### config.mk
export PLATFORM = sky130hd
export DESIGN_NAME = i2c_slave_regfile
export DESIGN_NICKNAME = d
export VERILOG_FILES = /design/src/rtl/i2c_slave_pkg.sv /design/src/rtl/i2c_sync_filter.sv /design/src/rtl/i2c_slave_regfile.sv
export SDC_FILE = /design/constraint.sdc
export NUM_CORES = 1
export LEC_CHECK = 0
export ABC_AREA = 1
export BUFFER_PORTS_ARGS = -buffer_cell sky130_fd_sc_hd__buf_4
export CAP_MARGIN = 30
export CELL_PAD_IN_SITES_DETAIL_PLACEMENT = 0
export CELL_PAD_IN_SITES_GLOBAL_PLACEMENT = 2
export CORE_ASPECT_RATIO = 0.7
export CORE_MARGIN = 10
export CORE_UTILIZATION = 37
export CTS_BUF_LIST = sky130_fd_sc_hd__clkbuf_4 sky130_fd_sc_hd__clkbuf_8 sky130_fd_sc_hd__clkbuf_16
export CTS_CLUSTER_DIAMETER = 150
export CTS_CLUSTER_SIZE = 25
export DETAILED_ROUTE_END_ITERATION = 16
export PLACE_DENSITY_LB_ADDON = 0.1
export RECOVER_POWER = 50
export SYNTH_ARGS = -nofsm -noshare
export SYNTH_HDL_FRONTEND = slang
export SYNTH_SLANG_ARGS = --single-unit
### constraint.sdc
create_clock -name clk -period 4.9 [get_ports clk]
set_input_delay 0.245 -clock clk [delete_from_list [all_inputs] [get_ports clk]]
set_output_delay 0.245 -clock clk [all_outputs]
set_load 0.005 [all_outputs]
### src/rtl/i2c_slave_pkg.sv
// Shared types for the I2C register-file target: FSM states, ACK levels, default address
// and the majority vote used by the optional glitch filter.
package i2c_slave_pkg;

  typedef enum logic [3:0] {
    ST_IDLE,
    ST_ADDR,
    ST_ADDR_ACK,
    ST_PTR,
    ST_PTR_ACK,
    ST_WDATA,
    ST_WDATA_ACK,
    ST_RDATA,
    ST_RDATA_ACK,
    ST_IGNORE
  } i2c_state_t;

  localparam logic       ACK              = 1'b0;
  localparam logic       NACK             = 1'b1;
  localparam logic [6:0] DEFAULT_SLV_ADDR = 7'h48;

  function automatic logic maj3(input logic [2:0] v);
    return (v[0] & v[1]) | (v[0] & v[2]) | (v[1] & v[2]);
  endfunction

endpackage

### src/rtl/i2c_sync_filter.sv
// Two-flop synchroniser with edge outputs; I2C_GLITCH_FILTER_EN adds a 3-tap majority
// filter that rejects single-clock spikes at the cost of two clocks of latency.
module i2c_sync_filter
  import i2c_slave_pkg::*;
#(
  parameter logic RST_VAL = 1'b1
) (
  input  logic clk,
  input  logic rst,
  input  logic async_in,
  output logic level,
  output logic rise,
  output logic fall
);

  logic [1:0] sync_reg;
  logic       filt;
  logic       prev_reg;

  always_ff @(posedge clk) begin
    if (rst) sync_reg <= {2{RST_VAL}};
    else     sync_reg <= {sync_reg[0], async_in};
  end

`ifdef I2C_GLITCH_FILTER_EN
  logic [2:0] tap_reg;

  always_ff @(posedge clk) begin
    if (rst) tap_reg <= {3{RST_VAL}};
    else     tap_reg <= {tap_reg[1:0], sync_reg[1]};
  end

  assign filt = maj3(tap_reg);
`else
  assign filt = sync_reg[1];
`endif

  always_ff @(posedge clk) begin
    if (rst) prev_reg <= RST_VAL;
    else     prev_reg <= filt;
  end

  assign level = filt;
  assign rise  = filt & ~prev_reg;
  assign fall  = ~filt & prev_reg;

endmodule

### src/rtl/i2c_slave_regfile.sv
// Oversampled I2C target exposing an NREGS x 8 register file with auto-increment pointer;
// reg 0 is a read-only heartbeat counter. Optional SCL/SDA glitch filter: I2C_GLITCH_FILTER_EN.
module i2c_slave_regfile
  import i2c_slave_pkg::*;
#(
  parameter logic [6:0] SLV_ADDR = DEFAULT_SLV_ADDR,
  parameter int         NREGS    = 8,
  parameter int         CNT_W    = 8
) (
  input  logic               clk,
  input  logic               rst,
  input  logic               scl_in,
  input  logic               sda_in,
  output logic               sda_oe,
  input  logic               batimento,
  output logic [NREGS*8-1:0] regs_out,
  output logic               wr_strobe
);

  localparam int PW = $clog2(NREGS);

  logic scl_lvl, scl_rise, scl_fall;
  logic sda_lvl, sda_rise, sda_fall;
  logic bat_lvl, bat_rise, bat_fall;

  i2c_sync_filter #(.RST_VAL(1'b1)) u_scl (
    .clk(clk), .rst(rst), .async_in(scl_in),
    .level(scl_lvl), .rise(scl_rise), .fall(scl_fall)
  );
  i2c_sync_filter #(.RST_VAL(1'b1)) u_sda (
    .clk(clk), .rst(rst), .async_in(sda_in),
    .level(sda_lvl), .rise(sda_rise), .fall(sda_fall)
  );
  i2c_sync_filter #(.RST_VAL(1'b0)) u_bat (
    .clk(clk), .rst(rst), .async_in(batimento),
    .level(bat_lvl), .rise(bat_rise), .fall(bat_fall)
  );

  i2c_state_t       state_reg;
  logic [3:0]       bit_cnt_reg;
  logic [7:0]       shift_reg;
  logic [7:0]       tx_reg;
  logic [PW-1:0]    ptr_reg;
  logic [CNT_W-1:0] cnt_reg;
  logic             sda_oe_reg;
  logic             wr_strobe_reg;
  logic             rw_reg;
  logic             mack_reg;
  logic [7:0]       regs_reg [NREGS];

  logic          start_det, stop_det;
  logic [7:0]    rx_full, rd_byte, cnt_byte;
  logic [PW-1:0] ptr_inc;

  assign start_det = sda_fall & scl_lvl;
  assign stop_det  = sda_rise & scl_lvl;
  assign rx_full   = {shift_reg[6:0], sda_lvl};
  assign cnt_byte  = 8'(cnt_reg);
  assign ptr_inc   = (ptr_reg == PW'(NREGS - 1)) ? '0 : ptr_reg + PW'(1);
  // Reg 0 always reads the live counter; the byte is captured into tx_reg at load time.
  assign rd_byte   = (ptr_reg == '0) ? cnt_byte : regs_reg[ptr_reg];

  always_ff @(posedge clk) begin
    if (rst) begin
      state_reg     <= ST_IDLE;
      bit_cnt_reg   <= '0;
      shift_reg     <= '0;
      tx_reg        <= '0;
      ptr_reg       <= '0;
      cnt_reg       <= '0;
      sda_oe_reg    <= 1'b0;
      wr_strobe_reg <= 1'b0;
      rw_reg        <= 1'b0;
      mack_reg      <= NACK;
      for (int i = 0; i < NREGS; i++) regs_reg[i] <= '0;
    end else begin
      wr_strobe_reg <= 1'b0;
      if (bat_rise) cnt_reg <= cnt_reg + CNT_W'(1);

      if (start_det) begin
        state_reg   <= ST_ADDR;
        bit_cnt_reg <= '0;
        sda_oe_reg  <= 1'b0;
      end else if (stop_det) begin
        state_reg  <= ST_IDLE;
        sda_oe_reg <= 1'b0;
      end else begin
        case (state_reg)
          ST_ADDR, ST_PTR, ST_WDATA: begin
            if (scl_rise && bit_cnt_reg != 4'd8) begin
              shift_reg   <= rx_full;
              bit_cnt_reg <= bit_cnt_reg + 4'd1;
              if (state_reg == ST_WDATA && bit_cnt_reg == 4'd7) begin
                if (ptr_reg != '0) begin
                  regs_reg[ptr_reg] <= rx_full;
                  wr_strobe_reg     <= 1'b1;
                end
                ptr_reg <= ptr_inc;
              end
            end else if (scl_fall && bit_cnt_reg == 4'd8) begin
              // Byte complete: decide ACK on the fall so SDA moves only while SCL is low.
              bit_cnt_reg <= '0;
              case (state_reg)
                ST_ADDR: begin
                  if (shift_reg[7:1] == SLV_ADDR) begin
                    rw_reg     <= shift_reg[0];
                    sda_oe_reg <= 1'b1;
                    state_reg  <= ST_ADDR_ACK;
                  end else begin
                    state_reg <= ST_IGNORE;
                  end
                end
                ST_PTR: begin
                  if ({24'd0, shift_reg} < NREGS) begin
                    ptr_reg    <= shift_reg[PW-1:0];
                    sda_oe_reg <= 1'b1;
                    state_reg  <= ST_PTR_ACK;
                  end else begin
                    state_reg <= ST_IGNORE;
                  end
                end
                default: begin
                  sda_oe_reg <= 1'b1;
                  state_reg  <= ST_WDATA_ACK;
                end
              endcase
            end
          end
          ST_ADDR_ACK: begin
            if (scl_fall) begin
              if (rw_reg) begin
                tx_reg     <= rd_byte;
                sda_oe_reg <= ~rd_byte[7];
                state_reg  <= ST_RDATA;
              end else begin
                sda_oe_reg <= 1'b0;
                state_reg  <= ST_PTR;
              end
            end
          end
          ST_PTR_ACK, ST_WDATA_ACK: begin
            if (scl_fall) begin
              sda_oe_reg <= 1'b0;
              state_reg  <= ST_WDATA;
            end
          end
          ST_RDATA: begin
            if (scl_rise && bit_cnt_reg != 4'd8) begin
              bit_cnt_reg <= bit_cnt_reg + 4'd1;
            end else if (scl_fall) begin
              if (bit_cnt_reg == 4'd8) begin
                sda_oe_reg  <= 1'b0;
                bit_cnt_reg <= '0;
                state_reg   <= ST_RDATA_ACK;
              end else begin
                tx_reg     <= {tx_reg[6:0], 1'b0};
                sda_oe_reg <= ~tx_reg[6];
              end
            end
          end
          ST_RDATA_ACK: begin
            if (scl_rise) begin
              mack_reg <= sda_lvl;
              if (sda_lvl == ACK) ptr_reg <= ptr_inc;
            end else if (scl_fall) begin
              if (mack_reg == ACK) begin
                tx_reg     <= rd_byte;
                sda_oe_reg <= ~rd_byte[7];
                state_reg  <= ST_RDATA;
              end else begin
                state_reg <= ST_IGNORE;
              end
            end
          end
          default: ;
        endcase
      end
    end
  end

  assign sda_oe    = sda_oe_reg;
  assign wr_strobe = wr_strobe_reg;
  assign regs_out[7:0] = cnt_byte;

  for (genvar gi = 1; gi < NREGS; gi++) begin : g_regs
    assign regs_out[8*gi +: 8] = regs_reg[gi];
  end

endmodule
==> results.py <==
metrics = {
    "yosys": {
        "yosysTopAreaCellShare_pct": 34.3,
        "ys_warn_count": 0,
        "post_synth.cell_area_avg_um2": 8.06,
        "synth_area_leaders": "edfxtp_1, dfxtp_1, nand2_1",
        "syn_area_um2": 5600,
        "ys_seq_area_share_pct": 52.2,
        "syn_inst": 694,
        "synthAdderAreaFrac_pct": 1.34,
        "synth_fp_nets": 705,
        "synth_compound_area_share_pct": 7.36,
        "synthMuxAreaShare_pct": 0,
        "synth_xor_area_share_pct": 0,
        "ys_seq_elements": 114,
        "yosysUniqueCellTypes": 34,
        "yosys.area_share.simple_pct": 32.2,
        "synth_top_family_by_area": "simple AND/OR/NAND/NOR gates",
        "synth_top_cell_by_area": "edfxtp_1",
    },
    "clocking": {
        "cts_buffers": 17,
        "clk_latency_ns": 0.42,
        "clock-sinks": 114,
        "clock_path_buffers": 2,
        "h-tree-depth": 4,
        "path_clk_slew_ns": 0.06,
        "cts_root_buffer": "clkbuf_16",
        "cts_tree": "yes",
        "postCtsSetupRepairBufs": 0,
    },
    "drt": {
        "detail-route-antenna-nets": 0,
        "post_drt_wl_per_cell_um": 18.4,
        "vias": 4910,
        "drt-initial-drc-count": 424,
        "firstDrtPassIters": 4,
        "wl_mm": 18.0,
        "via_per_inst": 5.04,
        "drcViolationCount": 0,
    },
    "finish": {
        "n_fill_cell": 1470,
        "antenna_cells": 0,
        "multiInputGateArea_um2": 2250,
        "syn2layout_area_growth_pct": 22.1,
        "post-route-util_pct": 46.3,
        "mostFrequentLayoutCells": "nand2_1, nor2_1, inv_1",
        "final_common_cell": "nand2_1",
        "largest_register_ffs": 64,
        "ff_latch_area_um2": 2920,
        "final_nets": 778,
        "layout-drive-gt1-share_pct": 15.0,
    },
    "floorplanning": {
        "die_h_um": 123,
        "die-area_um2": 20500,
        "fp.coreArea_um2": 14800,
        "die_w_um": 167,
        "start_util_pct": 37.9,
        "num_io_pins": 71,
        "rows": 37,
    },
    "hold_path": {
        "worstHoldPathType": "primary input to flop",
    },
    "place": {
        "gp_congestion": 0.883,
        "numPortBuffers": 70,
        "dp_hpwl_mm": 13.2,
    },
    "setup_path": {
        "cp-end-kind": "flop",
        "crit_chain": "inv_1 -> ha_1 -> nand2_1 -> nor2_1 -> nor2_1 -> nand3_1 -> inv_1 -> nand4_4 -> nor2_1 -> nand2_4 -> nand2_1",
        "cp_slowest_cell": "nor2_1",
        "cp_common_cell": "nor2_1",
        "arrival_ns": 3.63,
        "crit_family": "simple AND/OR/NAND/NOR gates",
        "crit_buf_inv": 2,
        "crit_required_ns": 4.98,
        "worstSetupStartpointType": "flop",
        "critPathMaxStageDelay_ns": 0.75,
        "critical_path.max_fanout": 17,
        "crit_type": "flop to flop",
    },
    "timing": {
        "setup_viol": 0,
        "fmax_mhz": 281,
        "hold_viol": 0,
        "final_max_slew_viol_count": 37,
        "skew_ns": 0.00597,
        "grt_setup_unrepaired": "no",
        "slew_headroom_pct": -6.08,
        "setup_tns_ns": 0,
        "worst_pin_slew_ns": 1.59,
        "min_period_over_period_pct": 72.5,
        "fin_crit_ns": 3.55,
    },
    "global_route": {
        "globalRouteOverflowTotal": 0,
        "grt_pass1_wl_mm": 27.5,
        "track_usage_pct": 17.7,
        "grt_max_degree": 37,
        "grt_antenna_before_repair": 0,
        "grt_pass1_vias": 4504,
    },
    "run": {
        "cap_violations": 1,
    },
    "outcome": {
        "violations": "capacitance limit, slew limit",
        "status": "finished with violations",
    },
    "power": {
        "leakagePower_nw": 2.95,
        "p_per_area_nw_per_um2": 479,
        "peakVddDrop_v": 0.000282,
        "totalPowerFinal_w": 0.00328,
    },
}
## worst register-to-register path: cells and delay by family, from the launching register on
kind	cells	cell delay, ns
adders and majority gates	1	0.21
buffers and inverters	2	0.32
and+or+nand+nor	8	2.33
DFF	1	0.37
## layer usage
metal / track usage [%] / up-vias / share of wire, %
li1: - / 2404 / -
met1: 26.5 / 2312 / 52
met2: 23.6 / 174 / 39
met3: 5.01 / 20 / 7.5
met4: 5.42 / 0 / 1.3
met5: 0 / - / 0
## cell usage after synthesis, drive strengths merged
library cell / number
clkinv: 8
o21a: 2
edfxtp: 64
nor3: 9
buf: 8
and3: 1
ha: 6
clkbuf: 12
and2: 1
inv: 69
a22oi: 1
or2: 6
nor4: 1
o21ai: 42
a21oi: 32
nand3: 59
nor2: 140
nand2: 172
dfxtp: 50
o211ai: 2
nor3b: 2
nand4: 7
## per-stage QoR
step / hold WS [ns] / setup slack, ns / cells / area, µm²
2_1_floorplan: 0.349 / 2.72 / 694 / 5600
3_3_place_gp: 0.401 / 2.37 / 941 / 6290
3_5_place_dp: 0.401 / 2.26 / 941 / 6290
4_1_cts: 0.0243 / 2.24 / 975 / 6950
5_1_grt: 0.0440 / 1.00 / 975 / 6830
6_report: 0.0319 / 1.35 / 975 / 6830
## logic make-up after synthesis
| group | Yosys count |
|---|---|
| buffers and inverters | 97 |
| and+or+nand+nor | 398 |
| adders and majority gates | 6 |
| AOI/OAI and AO/OA | 79 |
| DFF | 114 |
## what timing repair did
item | CTS | global route
hold buffers | 2 | 0
endpoints found under the hold margin | 2 | 0
resized for setup | 0 | 0
## final timing paths
check,from,endpoint,slack (ns),cells after the start
hold reg to reg,u_bat.sync_reg[0],u_bat.sync_reg[1],0.41,2
setup / recovery,bit_cnt_reg[0],regs_reg[6][7],1.35,11
setup reg to reg,bit_cnt_reg[0],regs_reg[6][7],1.35,11
hold / removal,batimento,u_bat.sync_reg[0],0.03,3
## final cells by class
type / count / area share, %
Sequential cell: 114 / 42.8
Clock buffer: 17 / 6.22
Timing Repair Buffer: 74 / 7.10
Clock inverter: 15 / 3.11
Multi-Input combinational cell: 483 / 33.0
Inverter: 77 / 4.23
Tap cell: 195 / 3.57
## power by group
part	internal, W	switching [W]	leakage [nW]	total (W)
sequential	0.00107	0.0000550	1.07	0.00112
clock	0.000896	0.000453	0.306	0.00135
combinational	0.000243	0.000564	1.57	0.000806
total	0.00221	0.00107	2.95	0.00328
Power figures use the tool's default switching activity.
